`src/rtl/tc_slot_scheduler.sv`:
```
// tc_slot_scheduler: round-robin arbiter with time-boxed grants and a fixed guard gap
// Ports: clk_i/rst_n_i clock and async active-low reset; req_i request levels;
// release_i early end by current owner; grant_o one-hot grant; grant_valid_o any grant;
// grant_idx_o current or last grantee; expire_o timeout pulse; busy_o in GRANT or GUARD.
module tc_slot_scheduler #(
    parameter int NREQ         = 4,
    parameter int SLOT_CYCLES  = 16,
    parameter int GUARD_CYCLES = 2
) (
    input  logic                    clk_i,
    input  logic                    rst_n_i,
    input  logic [NREQ-1:0]         req_i,
    input  logic                    release_i,
    output logic [NREQ-1:0]         grant_o,
    output logic                    grant_valid_o,
    output logic [$clog2(NREQ)-1:0] grant_idx_o,
    output logic                    expire_o,
    output logic                    busy_o
);
    localparam int IW = $clog2(NREQ);
    localparam int SW = $clog2(SLOT_CYCLES) + 1;
    localparam int GW = $clog2(GUARD_CYCLES) + 1;
    // Loading 2^k-N makes the MSB set on exactly the Nth increment.
    localparam logic [SW-1:0] SLOAD = SW'((1 << $clog2(SLOT_CYCLES)) - SLOT_CYCLES);
    localparam logic [GW-1:0] GLOAD = GW'((1 << $clog2(GUARD_CYCLES)) - GUARD_CYCLES);
    localparam logic [IW:0]   NR    = (IW+1)'(NREQ);

    typedef enum logic [1:0] {IDLE, GRANT, GUARD} state_t;

    state_t            state, state_nxt;
    logic [SW-1:0]     slot_cnt, slot_nxt, slot_inc;
    logic [GW-1:0]     guard_cnt, guard_nxt, guard_inc;
    logic [IW-1:0]     ptr, ptr_nxt, idx_nxt, k, win, ptr_adv;
    logic [NREQ-1:0]   grant_nxt, win_oh;
    logic [2*NREQ-1:0] dbl;
    logic [IW:0]       wsum, psum;
    logic              any, exp_nxt;

    // Rotating the doubled request vector by ptr puts the highest-priority
    // requester at bit 0; the lowest set bit is the offset from ptr.
    always_comb begin
        dbl = {req_i, req_i} >> ptr;
        k   = '0;
        for (int i = NREQ - 1; i >= 0; i--)
            if (dbl[i]) k = IW'(i);
        any     = |req_i;
        wsum    = {1'b0, ptr} + {1'b0, k};
        win     = IW'(wsum >= NR ? wsum - NR : wsum);
        win_oh  = {{(NREQ-1){1'b0}}, 1'b1} << win;
        psum    = {1'b0, grant_idx_o} + 1'b1;
        ptr_adv = IW'(psum >= NR ? psum - NR : psum);
    end

    assign slot_inc  = slot_cnt + 1'b1;
    assign guard_inc = guard_cnt + 1'b1;

    always_comb begin
        state_nxt = state;
        slot_nxt  = slot_cnt;
        guard_nxt = guard_cnt;
        ptr_nxt   = ptr;
        grant_nxt = grant_o;
        idx_nxt   = grant_idx_o;
        exp_nxt   = 1'b0;
        case (state)
            IDLE: if (any) begin
                grant_nxt = win_oh;
                idx_nxt   = win;
                slot_nxt  = SLOAD;
                state_nxt = GRANT;
            end
            GRANT: begin
                slot_nxt = slot_inc;
                if (release_i || slot_inc[SW-1]) begin
                    grant_nxt = '0;
                    exp_nxt   = ~release_i;
                    ptr_nxt   = ptr_adv;
                    guard_nxt = GLOAD;
                    state_nxt = GUARD;
                end
            end
            GUARD: begin
                guard_nxt = guard_inc;
                if (guard_inc[GW-1]) begin
                    state_nxt = any ? GRANT : IDLE;
                    grant_nxt = any ? win_oh : '0;
                    idx_nxt   = any ? win : grant_idx_o;
                    slot_nxt  = any ? SLOAD : slot_cnt;
                end
            end
            default: state_nxt = IDLE;
        endcase
    end

    always_ff @(posedge clk_i or negedge rst_n_i) begin
        if (!rst_n_i) begin
            state         <= IDLE;
            slot_cnt      <= SLOAD;
            guard_cnt     <= GLOAD;
            ptr           <= '0;
            grant_o       <= '0;
            grant_valid_o <= 1'b0;
            grant_idx_o   <= '0;
            expire_o      <= 1'b0;
        end else begin
            state         <= state_nxt;
            slot_cnt      <= slot_nxt;
            guard_cnt     <= guard_nxt;
            ptr           <= ptr_nxt;
            grant_o       <= grant_nxt;
            grant_valid_o <= |grant_nxt;
            grant_idx_o   <= idx_nxt;
            expire_o      <= exp_nxt;
        end
    end

    assign busy_o = state != IDLE;
endmodule

```
`config.mk`:
```
export PLATFORM = sky130hd
export DESIGN_NAME = tc_slot_scheduler
export DESIGN_NICKNAME = d
export VERILOG_FILES = /design/src/rtl/tc_slot_scheduler.sv
export SDC_FILE = /design/constraint.sdc
export NUM_CORES = 1
export LEC_CHECK = 0
export CAP_MARGIN = 20
export CORE_UTILIZATION = 38
export CTS_BUF_LIST = sky130_fd_sc_hd__clkbuf_8
export DETAILED_ROUTE_END_ITERATION = 10
export GPL_ROUTABILITY_DRIVEN = 0
export GPL_TIMING_DRIVEN = 0
export PLACE_DENSITY_LB_ADDON = 0.05
export REMOVE_ABC_BUFFERS = 1
export SETUP_SLACK_MARGIN = 0.3
export SLEW_MARGIN = 20
export SYNTH_ARGS = -nofsm -noshare
export SYNTH_HDL_FRONTEND = slang
export SYNTH_SLANG_ARGS = --single-unit
```
`constraint.sdc`:
```
create_clock -name clk_i -period 2.4 [get_ports clk_i]
set_clock_uncertainty 0.15 [all_clocks]
set_input_delay 0.48 -clock clk_i [delete_from_list [all_inputs] [get_ports clk_i]]
set_output_delay 0.48 -clock clk_i [all_outputs]
set_load 0.02 [all_outputs]
```
==> metrics.md, run 1 <==
| Metric | Value |
|---|---|
| Run status | complete, no violations |
| Vias in the first global route | roughly 810 |
| Hold path depth | 2 |
| Proportion of layout cells with a drive suffix above 1 | between 10% and 20% |
| Gr usage total | between 10% and 20% |
| Area share of fa/ha/maj cells after synthesis | ~2.4% |
| Power per Cell Area | between 1000 and 1500 nW/um2 |
| Synthesized-area fraction occupied by ao, oa, aoi and oai cells | ~17% |
| Number of rows in the core area | 18 |
| Final Hold Fails | 0 |
| Initial standard-cell utilization of the core | 41.02% |
| Via density per instance | 5.337 |
| Overflow left after global routing | 0 |
| H-tree level count | 1 |
| Maximum count of clock buffers along a single path | 2 |
| Fraction of synthesis flops using an asynchronous set or reset pin | 100.0% |
| Floorplan core area | roughly 2500 um2 |
| Slew at the pin closest to its max-slew limit | around 830 ps |
| Endpoint arrival time on the critical path | 2020 ps |
| Inserted Clock Buffers | 3 |
| Most frequent cells in the layout | nand2_1 (17), dfrtp_1 (17), nor2_1 (10), clkdlybuf4s50_1 (10), o21ai_0 (8) |
| Final hold slack | 356.5 ps |
| Largest voltage drop on the vdd net | 0.9754 mV |
| Post-synthesis sequential area ratio | 45.95% |
| Cell-internal power | about 1000 uW |
| Final Net Count | ~140 |
| Main combinational cell family by area after synthesis | simple AND/OR/NAND/NOR gates |
| Mapped Cells | around 110 |
| Antenna violations before repair | 0 |
| Clock tree from TritonCTS | yes |
| Post-synth cell types | 32 |
| Total I/O pin count | 16 |
| Dominant register cell in the synthesized netlist | dfrtp_1 |
| Floorplan die area | 2935 um2 |
| Largest area contributor in the netlist | dfrtp_1 |
| Wire length of the first global-routing pass | around 3700 um |
| First-pass detailed-route iteration total | 4 |
| Diode insertion count for antenna repair | 0 |
| Largest cells by area after synthesis | dfrtp_1 (46%), nand2_1 (6.2%), o21ai_0 (4.4%), nor2_1 (4.0%), nand2b_1 (3.6%) |
| Overall die height | 54.18 um |
| Source of the worst hold timing path | slot_cnt[4] |
| Antenna Nets Post-Route | 0 |
| Post-Synth XOR/XNOR Area | ~8.3% |
| Hold bufs inserted after CTS | 0 |
| Kind of launch point of the worst setup path | register |
| Simple-gate share of the synthesized area | about 22% |
| Number of buffers added on ports | 15 |
| CTS Root Cell | clkbuf_8 |
| Part of the power in the clock network | about an eighth |
| Combinational power share | a little under three fifths |
| Post-route DRC | 0 |
| Destination of the worst register-to-register timing path | grant_o[1] |
| Post-synthesis mux area share | less than 1% |
| Count of endpoints failing setup in the final report | 0 |
| Register-to-register path setup slack | about 390 ps |
| Syn_area_per_cell | approximately 9 um2 |
| RSZ-0062 raised after global routing | true |
| Standby leakage power | 0.0005875 uW |
| Part of the power in registers | approximately a third |
| Worst-case headroom to the max-slew limit | 44.26% |
| Number of DRC markers in iteration 0 | 13 |
| Area growth from synthesis to final layout | 26.48% |
| Combined area of all synthesized cells | slightly above 1000 um2 |
| Worst min-delay path class | reg -> reg |
| Worst Hold Path EP | slot_cnt[4] |
| Final period util | between 80% and 90% |
| Reg-to-reg critical path startpoint | ptr[0] |
| Later-pin clock latency in the skew report | 260 ps |
| Switching power | 747.2 uW |
| CTS clock-pin slew for the worst setup and hold paths | 70 ps |
| Die X | 54.18 um |
| Count of pins over their slew limit | 0 |
| Summed negative setup slack over all endpoints | 0 ps |
| Endpoint type of the worst setup path | register |
| Required time worst endpoint | ~2400 ps |
| Clock net sink count | 19 |
| Category of the most critical setup path | reg -> reg |
| Maximum number of pins on one net before global-route repair | 20 |
| Top-area cell type share of the netlist area | 45.95% |
| Count of flip-flops with a built-in enable after synthesis | 0 |
| Number of warnings reported in the yosys synthesis log | 0 |
| Post-DP HPWL | 1528 um |
| Switching fraction of total power | roughly two fifths |
| Period minus WS final | 2013 ps |
| Max Freq | between 400 and 500 MHz |
| R2R cell count | 9 |
| Total number of vias | 870 |
| Seq cells post-synth | 19 |
| Final wirelength | ~2300 um |
| Highest net fanout along the worst path | 6 |
| Count of maximum capacitance violations | 0 |
| Routed wire length per instance | around 14 um |
==> flip-flops by register name, indices dropped and copies added, names as in the netlist <==
register       cells
slot_cnt           5
grant_o            4
grant_idx_o        2
guard_cnt          2
ptr                2
state              2
expire_o           1
grant_valid_o      1
==> power by group through the flow <==
| stage | Sequential (uW) | Combinational (uW) | Clock [uW] |
|---|---|---|---|
| floorplan | 606 | 514 | 0 |
| global placement | 573 | 791 | 0 |
| detailed placement | 579 | 809 | 0 |
| CTS | 580 | 825 | 235 |
| global route | 595 | 1070 | 244 |
| finish | 572 | 981 | 226 |
==> worst max-delay path, stage by stage, from the launching register on <==
cell,delay [ps]
dfrtp_2,440
or2b_1,240
o22ai_2,110
o21ai_2,90
o221ai_2,80
ha_2,220
xnor2_2,90
xnor2_2,140
buf_6,130
a32o_2,230
==> area by class of cell <==
cell class	count	area (um2)
well taps	30	37.54
clock inverters	1	3.754
flip-flops and latches	19	478.0
fillers	250	1214
repair buffers	20	167.7
clock buffers	3	41.29
multi-input cells	85	561.8
inverters	5	18.77
==> worst max path at each step <==
stage | to | cells after the start | slack [ps] | start
2_1_floorplan | grant_o[1] | 8 | 420 | req_i[1]
3_3_place_gp | grant_o[1] | 9 | -350 | req_i[1]
3_5_place_dp | grant_o[1] | 10 | -400 | req_i[3]
4_1_cts | grant_o[1] | 9 | 290 | req_i[0]
5_1_grt | grant_o[2] | 9 | 270 | ptr[0]
6_report | grant_o[1] | 9 | 390 | ptr[0]
==> per-layer routing <==
metal | GRT usage [%] | wire [um] | vias up
li1 | - | - | 426
met1 | 24.70 | 1121 | 427
met2 | 27.03 | 1045 | 12
met3 | 3.672 | 67 | 5
met4 | 12.82 | 62 | 0
met5 | 0 | 0 | -
==> synthesized netlist by cell type, types with 2 or more instances <==
cell      number
inv_1          5
xnor2_1        4
buf_2          3
nand2_1       17
o21ai_0        9
o22ai_1        3
nand2b_1       6
a22o_1         2
ha_1           2
xor2_1         4
a21oi_1        2
nor4_1         2
nor2b_1        2
a21o_1         2
nor2_1        11
dfrtp_1       19
nand3_1        4
==> logic make-up after synthesis <==
| family | after synthesis |
|---|---|
| mux | 1 |
| buf+inv | 8 |
| compound gates | 25 |
| simple gates | 48 |
| fa+ha+maj | 2 |
| xor+xnor | 9 |
| flops | 19 |
==> timing repair <==
item / CTS / global route
pin swaps: 0 / 6
setup endpoints to repair: 8 / 5
buffers inserted: 0 / 5
resized for setup: 13 / 15
==> stage by stage <==
step / setup slack, ps / power (uW) / instances / cell area, um2 / util [%]
after floorplan: 418.5 / 1120 / 109 / 1020 / -
after global placement: -348.4 / 1364 / 154 / 1207 / 47.87
after detailed placement: -395.4 / 1388 / 154 / 1207 / 47.87
after CTS: 285.4 / 1640 / 158 / 1260 / 49.95
after global routing: 270.0 / 1908 / 163 / 1309 / 51.88
final: 387.2 / 1780 / 163 / 1309 / 51.88
Note: power is estimated with default switching activity, not from simulation.
==> run 2, diff against run 1 <==
clock period = 1.8 ns   (was 2.4 ns; I/O delays follow)
==> run 2 against run 1 <==
Effect of this change: the run now ends with negative setup slack left; register-to-register slack lost 590 ps; cell count up 3.1%; count of clock-buffer cells in the layout stayed put; sequential share of layout area down 3.7 points; via count rose by 0.46%; clock power rose by 34%; sequential power increased by 35%; largest cell class unchanged; largest power group unchanged; highest routed layer unchanged.
==> metrics.md, run 2 (same netlist as run 1, synthesis figures left out) <==
| Metric | Value |
|---|---|
| Count of maximum capacitance violations | 0 |
| Power per Cell Area | 1730 nW/um2 |
| Number of rows in the core area | 18 |
| Part of the power in registers | a little under a third |
| Area growth from synthesis to final layout | 40.87% |
| Final wirelength | approximately 2400 um |
| Total I/O pin count | 16 |
| Wire length of the first global-routing pass | around 4000 um |
| Leading cell type in the layout, fill and taps excluded | dfrtp_1 |
| CP max-delay cell | dfrtp_2 |
| Inserted Clock Buffers | 3 |
| Die X | approximately 54 um |
| Vias in the first global route | 840 |
| Proportion of layout cells with a drive suffix above 1 | roughly 33% |
| Kind of launch point of the worst setup path | register |
| Combinational power share | a little under three fifths |
| Largest registers | slot_cnt (5), grant_o (4) |
| CP peak stage delay | 440 ps |
| RSZ-0062 raised after global routing | true |
| Final Net Count | between 100 and 150 |
| Floorplan core area | between 2000 and 3000 um2 |
| Register-to-register path setup slack | -200 ps |
| Worst-case headroom to the max-slew limit | 42.36% |
| Initial standard-cell utilization of the core | approximately two fifths |
| Dominant cell type by count on the critical path | buf_4 |
| First-pass detailed-route iteration total | 4 |
| Category of the most critical setup path | reg -> reg |
| Period minus WS final | 1998 ps |
| Run status | complete, but fails checks |
| Required time worst endpoint | 1800 ps |
| CTS clock-pin slew for the worst setup and hold paths | around 70 ps |
| Endpoint arrival time on the critical path | around 2000 ps |
| Maximum count of clock buffers along a single path | 2 |
| Clock net sink count | 19 |
| Gr usage total | ~20% |
| Cell-internal power | 1441 uW |
| Overflow left after global routing | 0 |
| Final Hold Fails | 0 |
| Clock tree from TritonCTS | yes |
| Post-route DRC | 0 |
| Later-pin clock latency in the skew report | 260 ps |
| Post-DP HPWL | between 1500 and 2000 um |
| Count of endpoints failing setup in the final report | 5 |
| Total number of vias | 874 |
| Diode insertion count for antenna repair | 0 |
| Worst min-delay path class | in -> async |
| CTS Root Cell | clkbuf_8 |
| H-tree level count | 1 |
| Final worst slack | -198.3 ps |
| Routed wire length per instance | 14.22 um |
| Slew at the pin closest to its max-slew limit | 863.2 ps |
| Part of the power in the clock network | 12.0% |
| Floorplan die area | 2935 um2 |
| Largest voltage drop on the vdd net | 1.185 mV |
| Maximum number of pins on one net before global-route repair | 20 |
| Crit path cell chain | buf_4, buf_4, mux2i_1, nor4b_1, a211oi_2, xnor2_2, a32o_2 |
| Number of DRC markers in iteration 0 | 10 |
| Switching fraction of total power | ~43% |
| Max FFs per register | 5 |
| Final period util | 111.0% |
| Max Freq | 500.4 MHz |
| Highest net fanout along the worst path | 6 |
| Number of buffers added on ports | 15 |
| Core utilization of the finished layout | 57.79% |
| Switching power | about 1100 uW |
| Violated checks | negative setup slack |
| Most frequent cells in the layout | dfrtp_1 (17), nand2_1 (15), nor2_1 (10), buf_4 (8) |
| Endpoint type of the worst setup path | register |
| Standby leakage power | ~0.00065 uW |
| Overall die height | between 50 and 60 um |
| Total power draw | ~2500 uW |
| Count of pins over their slew limit | 0 |
| Summed negative setup slack over all endpoints | -738.8 ps |
| Largest register by flop count | slot_cnt |
| Via density per instance | 5.202 |
| Antenna violations before repair | 0 |
| Antenna Nets Post-Route | 0 |
==> run 2: critical path: cells and delay by family, from the launching register on <==
family,cells,cell delay (ps)
AOI/OAI and AO/OA,2,590
xor gates and xnor gates,1,190
and+or+nand+nor,1,80
buffers and inverters,2,310
DFF,1,440
muxes,1,140
==> run 2: area by class of cell <==
class                      instances  area, um2
clock buffer                       3      41.29
fill                             231       1065
clock inverter                     1      3.754
sequential                        19      478.0
timing repair buffer              25      217.7
inverter                           5      18.77
multi-input combinational         85      660.6
tap                               30      37.54
==> run 2: per-layer routing <==
metal	track usage (%)	part of all wire [%]	wire, um
met1	26.04	48	1147
met3	3.672	2.9	69
met2	28.86	46	1109
met4	12.82	2.6	62
met5	0	0	0
==> run 2: worst paths after layout <==
path / from / endpoint / depth (start not counted)
hold reg to reg: grant_idx_o[0] / ptr[0] / 1
max in group asynchronous: rst_n_i / ptr[0] / 1
min in group clk_i: grant_idx_o[0] / ptr[0] / 1
setup reg to reg: ptr[0] / grant_o[1] / 7
hold / removal: rst_n_i / slot_cnt[2] / 1
setup / recovery: ptr[0] / grant_o[1] / 7
==> run 2: power by group through the flow <==
| stage | logic [uW] | clock network (uW) | registers (uW) |
|---|---|---|---|
| after global placement | 1050 | 0 | 764 |
| after global routing | 1570 | 325 | 802 |
| final | 1450 | 302 | 773 |
| after detailed placement | 1080 | 0 | 772 |
| after CTS | 1290 | 314 | 748 |
| after floorplan | 685 | 0 | 808 |
==> run 2: what timing repair did <==
action	CTS	global route
hold buffers	0	0
endpoints found under the setup margin	27	24
gates resized for setup	49	21
pin swaps	9	12
setup buffers	8	2
==> run 2: per-stage QoR <==
step	worst slack (ps)	hold slack, ps	cell area, um2	std cells
6_report	-198.3	47.14	1458	168
3_3_place_gp	-828.4	335.8	1207	154
4_1_cts	-192.7	362.9	1370	166
3_5_place_dp	-875.4	344.5	1207	154
5_1_grt	-282.8	125.5	1458	168
2_1_floorplan	-164.8	-85.59	1020	109
